[src/rtl/fmrv32im_alu_pkg.sv]
// Shared definitions for the fmrv32im ALU arbiter: op codes and FSM states.
package fmrv32im_alu_pkg;

    localparam int ALU_OP_W   = 6;
    localparam int ALU_OP_NUM = 33;

    localparam logic [ALU_OP_W-1:0] ALU_OP_ADDI  = 6'd0;
    localparam logic [ALU_OP_W-1:0] ALU_OP_SLTI  = 6'd1;
    localparam logic [ALU_OP_W-1:0] ALU_OP_SLTIU = 6'd2;
    localparam logic [ALU_OP_W-1:0] ALU_OP_XORI  = 6'd3;
    localparam logic [ALU_OP_W-1:0] ALU_OP_ORI   = 6'd4;
    localparam logic [ALU_OP_W-1:0] ALU_OP_ANDI  = 6'd5;
    localparam logic [ALU_OP_W-1:0] ALU_OP_SLLI  = 6'd6;
    localparam logic [ALU_OP_W-1:0] ALU_OP_SRLI  = 6'd7;
    localparam logic [ALU_OP_W-1:0] ALU_OP_SRAI  = 6'd8;
    localparam logic [ALU_OP_W-1:0] ALU_OP_ADD   = 6'd9;
    localparam logic [ALU_OP_W-1:0] ALU_OP_SUB   = 6'd10;
    localparam logic [ALU_OP_W-1:0] ALU_OP_SLL   = 6'd11;
    localparam logic [ALU_OP_W-1:0] ALU_OP_SLT   = 6'd12;
    localparam logic [ALU_OP_W-1:0] ALU_OP_SLTU  = 6'd13;
    localparam logic [ALU_OP_W-1:0] ALU_OP_XOR   = 6'd14;
    localparam logic [ALU_OP_W-1:0] ALU_OP_SRL   = 6'd15;
    localparam logic [ALU_OP_W-1:0] ALU_OP_SRA   = 6'd16;
    localparam logic [ALU_OP_W-1:0] ALU_OP_OR    = 6'd17;
    localparam logic [ALU_OP_W-1:0] ALU_OP_AND   = 6'd18;
    localparam logic [ALU_OP_W-1:0] ALU_OP_BEQ   = 6'd19;
    localparam logic [ALU_OP_W-1:0] ALU_OP_BNE   = 6'd20;
    localparam logic [ALU_OP_W-1:0] ALU_OP_BLT   = 6'd21;
    localparam logic [ALU_OP_W-1:0] ALU_OP_BGE   = 6'd22;
    localparam logic [ALU_OP_W-1:0] ALU_OP_BLTU  = 6'd23;
    localparam logic [ALU_OP_W-1:0] ALU_OP_BGEU  = 6'd24;
    localparam logic [ALU_OP_W-1:0] ALU_OP_LB    = 6'd25;
    localparam logic [ALU_OP_W-1:0] ALU_OP_LH    = 6'd26;
    localparam logic [ALU_OP_W-1:0] ALU_OP_LW    = 6'd27;
    localparam logic [ALU_OP_W-1:0] ALU_OP_LBU   = 6'd28;
    localparam logic [ALU_OP_W-1:0] ALU_OP_LHU   = 6'd29;
    localparam logic [ALU_OP_W-1:0] ALU_OP_SB    = 6'd30;
    localparam logic [ALU_OP_W-1:0] ALU_OP_SH    = 6'd31;
    localparam logic [ALU_OP_W-1:0] ALU_OP_SW    = 6'd32;

    typedef enum logic [1:0] {
        ST_IDLE,
        ST_ISSUE,
        ST_WAIT,
        ST_RESP
    } alu_arb_state_t;

endpackage

[src/rtl/fmrv32im_alu_opdec.sv]
// Op code to one-hot ALU instruction decoder; codes past SW are flagged illegal.
module fmrv32im_alu_opdec
    import fmrv32im_alu_pkg::*;
(
    input  logic [ALU_OP_W-1:0]   i_op,
    output logic [ALU_OP_NUM-1:0] o_inst,
    output logic                  o_illegal
);

    // One-hot expansion; illegal codes leave every instruction line low.
    always_comb begin
        o_inst    = '0;
        o_illegal = 1'b1;
        if (int'(i_op) < ALU_OP_NUM) begin
            o_inst[i_op] = 1'b1;
            o_illegal    = 1'b0;
        end
    end

endmodule

[src/rtl/fmrv32im_alu_arb.sv]
// Two-requester arbiter/sequencer for the shared fmrv32im ALU.
// One op in flight: IDLE (grant) -> ISSUE (INST pulse) -> WAIT (capture) -> RESP.
// Build option: FMRV_ALU_ARB_RR_EN selects round-robin instead of fixed
// priority to requester 0.
module fmrv32im_alu_arb
    import fmrv32im_alu_pkg::*;
(
    input  logic                  CLK,
    input  logic                  RST_N,
    input  logic                  REQ0_VALID,
    output logic                  REQ0_READY,
    input  logic [ALU_OP_W-1:0]   REQ0_OP,
    input  logic [31:0]           REQ0_RS1,
    input  logic [31:0]           REQ0_RS2,
    input  logic [31:0]           REQ0_IMM,
    input  logic                  REQ1_VALID,
    output logic                  REQ1_READY,
    input  logic [ALU_OP_W-1:0]   REQ1_OP,
    input  logic [31:0]           REQ1_RS1,
    input  logic [31:0]           REQ1_RS2,
    input  logic [31:0]           REQ1_IMM,
    output logic                  RSP_VALID,
    input  logic                  RSP_READY,
    output logic                  RSP_ID,
    output logic [31:0]           RSP_DATA,
    output logic                  RSP_ERR,
    output logic [ALU_OP_NUM-1:0] ALU_INST,
    output logic [31:0]           ALU_RS1,
    output logic [31:0]           ALU_RS2,
    output logic [31:0]           ALU_IMM,
    input  logic                  ALU_RSLT_VALID,
    input  logic [31:0]           ALU_RSLT
);

    alu_arb_state_t        r_state;
    logic [ALU_OP_NUM-1:0] r_inst;
    logic                  r_illegal;
    logic                  r_id;
    logic [31:0]           r_rs1;
    logic [31:0]           r_rs2;
    logic [31:0]           r_imm;
    logic                  r_rsp_valid;
    logic [31:0]           r_rsp_data;
    logic                  r_rsp_err;

    logic                  w_win;
    logic                  w_idle;
    logic                  w_grant;
    logic [ALU_OP_W-1:0]   w_op;
    logic [ALU_OP_NUM-1:0] w_dec_inst;
    logic                  w_dec_illegal;

`ifdef FMRV_ALU_ARB_RR_EN
    logic                  r_last;

    // Winner: alternate on contention, otherwise whoever is asking.
    always_comb begin
        w_win = REQ1_VALID;
        if (REQ0_VALID && REQ1_VALID) begin
            w_win = ~r_last;
        end
    end

    // Last-served pointer moves only when an op is actually granted.
    always_ff @(posedge CLK) begin
        if (!RST_N) begin
            r_last <= 1'b1;
        end else if (w_grant) begin
            r_last <= w_win;
        end
    end
`else
    // Winner: requester 0 always has priority.
    always_comb begin
        w_win = ~REQ0_VALID;
    end
`endif

    // READY is gated by RST_N so nothing is accepted while reset is asserted.
    assign w_idle     = (r_state == ST_IDLE) && RST_N;
    assign REQ0_READY = w_idle && REQ0_VALID && !w_win;
    assign REQ1_READY = w_idle && REQ1_VALID && w_win;
    assign w_grant    = REQ0_READY || REQ1_READY;
    assign w_op       = w_win ? REQ1_OP : REQ0_OP;

    // Decode at grant time so ALU_INST comes straight from a register in ISSUE.
    fmrv32im_alu_opdec u_opdec (
        .i_op      (w_op),
        .o_inst    (w_dec_inst),
        .o_illegal (w_dec_illegal)
    );

    // Sequencer FSM: latch on grant, pulse INST once, capture result, hold response.
    always_ff @(posedge CLK) begin
        if (!RST_N) begin
            r_state     <= ST_IDLE;
            r_inst      <= '0;
            r_illegal   <= 1'b0;
            r_id        <= 1'b0;
            r_rs1       <= '0;
            r_rs2       <= '0;
            r_imm       <= '0;
            r_rsp_valid <= 1'b0;
            r_rsp_data  <= '0;
            r_rsp_err   <= 1'b0;
        end else begin
            case (r_state)
                ST_IDLE: begin
                    if (w_grant) begin
                        r_id      <= w_win;
                        r_rs1     <= w_win ? REQ1_RS1 : REQ0_RS1;
                        r_rs2     <= w_win ? REQ1_RS2 : REQ0_RS2;
                        r_imm     <= w_win ? REQ1_IMM : REQ0_IMM;
                        r_inst    <= w_dec_inst;
                        r_illegal <= w_dec_illegal;
                        r_state   <= ST_ISSUE;
                    end
                end
                ST_ISSUE: begin
                    r_inst  <= '0;
                    r_state <= ST_WAIT;
                end
                ST_WAIT: begin
                    r_rsp_valid <= 1'b1;
                    if (ALU_RSLT_VALID && !r_illegal) begin
                        r_rsp_data <= ALU_RSLT;
                        r_rsp_err  <= 1'b0;
                    end else begin
                        r_rsp_data <= '0;
                        r_rsp_err  <= 1'b1;
                    end
                    r_state <= ST_RESP;
                end
                ST_RESP: begin
                    if (RSP_READY) begin
                        r_rsp_valid <= 1'b0;
                        r_state     <= ST_IDLE;
                    end
                end
                default: begin
                    r_state <= ST_IDLE;
                end
            endcase
        end
    end

    assign RSP_VALID = r_rsp_valid;
    assign RSP_ID    = r_id;
    assign RSP_DATA  = r_rsp_data;
    assign RSP_ERR   = r_rsp_err;
    assign ALU_INST  = r_inst;
    assign ALU_RS1   = r_rs1;
    assign ALU_RS2   = r_rs2;
    assign ALU_IMM   = r_imm;

endmodule

[config.mk]
export PLATFORM = sky130hd
export DESIGN_NAME = fmrv32im_alu_arb
export DESIGN_NICKNAME = d
export VERILOG_FILES = /design/src/rtl/fmrv32im_alu_pkg.sv /design/src/rtl/fmrv32im_alu_opdec.sv /design/src/rtl/fmrv32im_alu_arb.sv
export SDC_FILE = /design/constraint.sdc
export NUM_CORES = 1
export LEC_CHECK = 0
export BUFFER_PORTS_ARGS = -buffer_cell sky130_fd_sc_hd__buf_2
export CELL_PAD_IN_SITES_DETAIL_PLACEMENT = 1
export CELL_PAD_IN_SITES_GLOBAL_PLACEMENT = 2
export CORE_ASPECT_RATIO = 0.5
export CORE_MARGIN = 2
export CORE_UTILIZATION = 26
export DETAILED_ROUTE_END_ITERATION = 8
export PLACE_DENSITY_LB_ADDON = 0.1
export SETUP_SLACK_MARGIN = 0.3
export SYNTH_ARGS = -nofsm -noshare
export SYNTH_HDL_FRONTEND = slang
export SYNTH_SLANG_ARGS = --single-unit
[constraint.sdc]
create_clock -name CLK -period 3.3 [get_ports CLK]
set_input_delay 0.165 -clock CLK [delete_from_list [all_inputs] [get_ports CLK]]
set_output_delay 0.165 -clock CLK [all_outputs]
set_load 0.005 [all_outputs]
Word level (Yosys, flattened, before mapping)

Cells that the tools add are included.

Register bits after elaboration: 167
Input port bits: 242
Output and inout port bits: 166
Logic and storage cells: 52

Magnitude comparators: 3
Eq/ne operators: 5
Multiplexer cells: 17
Bitwise logic cells: 1
Reductions and logical operators: 16

Operators by type and width:

| kind               | number |
|---|---|
| $mux 32            | 4 |
| $mux 33            | 2 |
| $pmux 33 s2        | 1 |
| $pmux 2 s4         | 1 |
| $reduce_and 2->1   | 4 |
| $logic_and 1x1->1  | 7 |
| $lt 6x7->1 const B | 1 |
| $demux 1 s6        | 1 |
| $ge 6x1->1 const B | 1 |
| $lt 6x6->1 const B | 1 |
| $mux 6             | 1 |
| $eq 2x2->1 const B | 2 |
| $mux 1             | 4 |
| $mux 2             | 2 |
| $ne 2x2->1 const B | 2 |
| $reduce_bool 2->1  | 2 |
| $eq 2x1->1 const B | 1 |
| $logic_not 2->1    | 1 |
| $pmux 1 s2         | 1 |
| $logic_not 1->1    | 1 |
| $logic_or 1x1->1   | 1 |
| $not 1->1          | 1 |

Longest topological paths before layout

Depth in word-level cells: 8
Gate-level depth with buffers: 8
Mapped depth without buffers: 6

Hierarchy

Synthesis repeated with hierarchy kept, for this count alone.

Cells, all modules: 741
Area, all modules: 7,444.6 um^2

Modules (own cells, without submodules):

| module             | times used | cells each | area each (um^2) | seq. area each (um^2) |
|---|---|---|---|---|
| fmrv32im_alu_arb   | 1          | 686        | 7,095.6          | 3,343.2 |
| fmrv32im_alu_opdec | 1          | 55         | 349.1            | 0.0 |

Worst setup path after synthesis

Ideal clock, no wire load.

Path kind: register to register
Start: register r_state[0]
End: register r_inst[6] (netlist: ALU_INST[6])
Setup time: 70 ps
Data arrival time: 1,724 ps
Required time: 3,230 ps
Slack: 1,506 ps
Stages on the path, launching flop included: 8
Buffers on the path: 1
Clock period less this slack: 1,794 ps
Cell sequence: dfxtp_1 inv_1 ha_1 nand2b_2 and2_1 buf_2 a211o_1 o2bb2ai_1

Longest elaborated chain between the ends: 7
Elaborated cells on any way between the ends: 12
Classes of those cells: eq/ne: 2; mux: 1; reduce/logical: 9

Ends and longest elaborated chain:

| what                                                     | RTL line                                        | text |
|---|---|---|
| start: declaration                                       | fmrv32im_alu_arb.sv:35                          | `alu_arb_state_t r_state;` |
| start signal: assignment                                 | fmrv32im_alu_arb.sv:96                          | `r_state <= ST_IDLE;` |
| start signal: assignment                                 | fmrv32im_alu_arb.sv:116                         | `r_state <= ST_ISSUE;` |
| start signal: assignment                                 | fmrv32im_alu_arb.sv:121                         | `r_state <= ST_WAIT;` |
| $logic_not 2->1                                          | fmrv32im_alu_arb.sv:80, fmrv32im_alu_arb.sv:107 |  |
| $logic_and 1x1->1                                        | fmrv32im_alu_arb.sv:80                          | `assign w_idle = (r_state == ST_IDLE) && RST_N;` |
| $logic_and 1x1->1, on equally long branches (2 in a row) | fmrv32im_alu_arb.sv:81, fmrv32im_alu_arb.sv:82  |  |
| $logic_or 1x1->1                                         | fmrv32im_alu_arb.sv:83                          | `assign w_grant = REQ0_READY \|\| REQ1_READY;` |
| $ne 2x2->1 (no line)                                     | -                                               |  |
| $reduce_and 2->1 (no line)                               | -                                               |  |
| end signal: assignment                                   | fmrv32im_alu_arb.sv:114                         | `r_inst <= w_dec_inst;` |
| end: declaration                                         | fmrv32im_alu_arb.sv:36                          | `logic [ALU_OP_NUM-1:0] r_inst;` |

Several ways; a longest one is shown, not always the timed one.
A chain may end at the register's enable or synchronous reset.

Worst setup path after layout

Start: register r_state[1]
End: register r_inst[30] (netlist: ALU_INST[30])

The elaborated chain is that of the path after synthesis.

==> reports/metrics.json <==
{
  "run_status": "finished clean",
  "port_buffers": 407,
  "core_area_mm2": 0.0275,
  "worst_pin_slew_ns": 0.733,
  "netlist.area_leader.share_pct": 46.4,
  "timing.critical_path.max_delay_family": "compound AO/OA/AOI/OAI gates",
  "die_width_um": 239,
  "postLayoutCellArea_mm2": 0.0104,
  "grt_pass1_wl_um": 40000,
  "synth_area_mm2": 0.00721,
  "max-vdd-ir-drop_uv": 354,
  "cp_slowest_stage_delay_ns": 0.47,
  "grt_pass1_vias": 7168,
  "cts_max_level": 4,
  "clock_insertion_delay_worst_skew_ns": 0.44,
  "path_class": "flop to flop",
  "cp_num_buf_inv": 1,
  "chip_height_um": 122,
  "final.setup_skew_ns": 0.00604,
  "synth-edff-count": 0,
  "groute.usage.overall_pct": 18.1,
  "area.growth.synth_to_final_pct": 44.9,
  "synth.ff_latch_count": 167,
  "final_cycle_share_pct": 66.3,
  "cts_tree": "built",
  "detail_route.wl_per_cell_um": 17.2,
  "setup.worst_path.start_class": "flop",
  "fin_crit_ns": 2.19,
  "post-synth-top-count-cell": "sky130_fd_sc_hd__dfxtp_1",
  "setup-violations-final": 0,
  "placed_cell_area_mm2": 0.00951,
  "total_leakage_power_nw": 4.98,
  "yosys_warnings": 0,
  "start_util_pct": 26.2,
  "path_max_fanout": 12,
  "core.rowCount": 43,
  "clk_path_buf_depth": 2,
  "drt-pass1-iter-count": 4,
  "tritoncts.num_buffers": 17,
  "clock_sink_count": 167,
  "setup_repair_after_global_routing_missed_its_margin": "false",
  "final_antenna_net_count": 0,
  "hold_violations_final": 0,
  "dp_hpwl_um": 20100,
  "max-cap-violations": 0,
  "synth.yosys.seq_area_share_pct": 46.4,
  "drt-initial-drc-count": 243,
  "gp_congestion": 0.827,
  "cts_root_buffer": "sky130_fd_sc_hd__clkbuf_16",
  "ios": 408,
  "floorplan.die_area_mm2": 0.0291,
  "netlist_top_cells_count": "167 x sky130_fd_sc_hd__dfxtp_1, 147 x sky130_fd_sc_hd__nor2_1, 101 x sky130_fd_sc_hd__a211oi_1",
  "path_clk_slew_ns": 0.07,
  "slew_viol_final": 0,
  "synthesis.area_per_instance_um2": 9.60,
  "cp_cell_sequence": "inv_1 -> ha_1 -> nand2b_2 -> and2_1 -> a211o_1 -> a2bb2o_1",
  "critical_path.endpoint_type": "flop",
  "gr-total-overflow": 0,
  "synth.largest_area_cell": "sky130_fd_sc_hd__dfxtp_1",
  "syn_nets": 998,
  "worstHoldPathType": "input port to flop",
  "count_of_vias_placed_by_the_detailed_router": 7150,
  "n_fill_cell": 3275,
  "fmax_ghz": 0.457,
  "synthTopCellsByArea": "sky130_fd_sc_hd__dfxtp_1 46%, sky130_fd_sc_hd__mux2i_1 14%, sky130_fd_sc_hd__a211oi_1 11%",
  "nets": 1405,
  "worst_ep_arrival_time_ns": 2.58,
  "antenna_cells": 0,
  "total_setup_buffers_inserted_after_cts": 0,
  "number_of_distinct_library_cells_after_synthesis": 50,
  "slew_headroom_pct": 51.2,
  "power.density_mw_per_mm2": 630,
  "drive_above_1_share_pct": 39.4,
  "grt_max_degree": 121,
  "route.final.wire_length_um": 26700,
  "via_density_per_instance": 4.60,
  "antenna_found_initial": 0,
  "cpMaxStageDelayCell": "sky130_fd_sc_hd__ha_1",
  "drc": 0,
  "ys_dominant_reg_cell": "sky130_fd_sc_hd__dfxtp_1",
  "netlist_instances": 751,
  "final.setup.tns_ns": 0,
  "critical_path_required_ns": 3.69,
  "ys_async_sr_fraction_pct": 0
}
[final cells by class]
cell class              instances  area (µm²)  share of cell area (%)
well taps                     382         478                    4.58
multi-input cells             519        3540                    34.0
clock inverters                15         180                    1.73
flip-flops and latches        167        3340                    32.0
repair buffers                449        2450                    23.5
clock buffers                  17         425                    4.07
inverters                       4        17.5                   0.168
[through the flow]
stage | hold WS (ns) | worst slack (ns) | instances | power, W | utilization (%)
finish | 0.0584 | 1.11 | 1553 | 0.00658 | 38.0
global route | 0.0431 | 0.874 | 1553 | 0.00703 | 38.0
CTS | 0.0210 | 1.10 | 1553 | 0.00670 | 38.0
detailed placement | 0.402 | 1.11 | 1489 | 0.00456 | 34.6
global placement | 0.388 | 1.21 | 1489 | 0.00450 | 34.6
floorplan | 0.301 | 1.51 | 751 | 0.00372 | -
[where the power goes]
part / leakage [nW] / internal (W) / switching [W]
combinational: 3.34 / 0.000814 / 0.00113
clock: 0.277 / 0.00119 / 0.000888
sequential: 1.37 / 0.00238 / 0.000169
[repair_timing]
item,in CTS,in global routing
gates resized for setup,0,0
endpoints found under the hold margin,32,0
hold buffers,32,0
[cell usage in the layout (no fill, tap or decap), drive strengths merged, types with 17 or more instances in the layout]
cell type      n
mux2i         98
nor2         147
dlygate4sd3   32
a211oi       101
dfxtp        167
o2bb2ai       20
a21oi         38
buf          417
clkbuf        17
nor2b         35
[worst min-delay path: stages]
cell and delay, ns:
sky130_fd_sc_hd__buf_2 0.09, sky130_fd_sc_hd__mux2i_1 0.12, sky130_fd_sc_hd__a211oi_1 0.08
[worst paths after layout]
path	startpoint	endpoint	slack, ns	cells past startpoint
worst max-delay path	r_state[1]$_SDFFE_PN0P_	ALU_INST[30]$_SDFFE_PN0P_	1.11	6
worst min register to register	ALU_INST[27]$_SDFFE_PN0P_	ALU_INST[27]$_SDFFE_PN0P_	0.46	1
worst max register to register	r_state[1]$_SDFFE_PN0P_	ALU_INST[30]$_SDFFE_PN0P_	1.11	6
worst min-delay path	REQ1_RS2[15]	ALU_RS2[15]$_SDFFE_PN0P_	0.06	3
[registers in the layout, summed over array words and instances (netlist names)]
register   cells
ALU_RS2       32
RSP_ID         1
RSP_VALID      1
ALU_INST      33
r_state        2
RSP_ERR        1
ALU_IMM       32
RSP_DATA      32
r_illegal      1
ALU_RS1       32
[logic make-up (layout without fill, tap and decap cells)]
group,count (synthesis),after routing,share of synthesized area (%)
AO/OA/AOI/OAI,188,188,19.4
adder cells (fa/ha/maj),5,5,0.868
buffers and inverters,65,485,4.53
flip-flops,167,167,46.4
multiplexers,100,100,13.9
AND/OR/NAND/NOR,226,226,14.9
[routing by layer]
layer	part of all wire, %	vias to the layer above	routed length (µm)	global-route usage [%]
li1	-	3541	-	-
met3	4.5	23	1200	4.51
met2	53	142	14100	32.9
met1	41	3444	11000	20.9
met4	1.5	0	409	5.98
met5	0	-	0	0
Note: power is estimated with default switching activity, not from simulation.
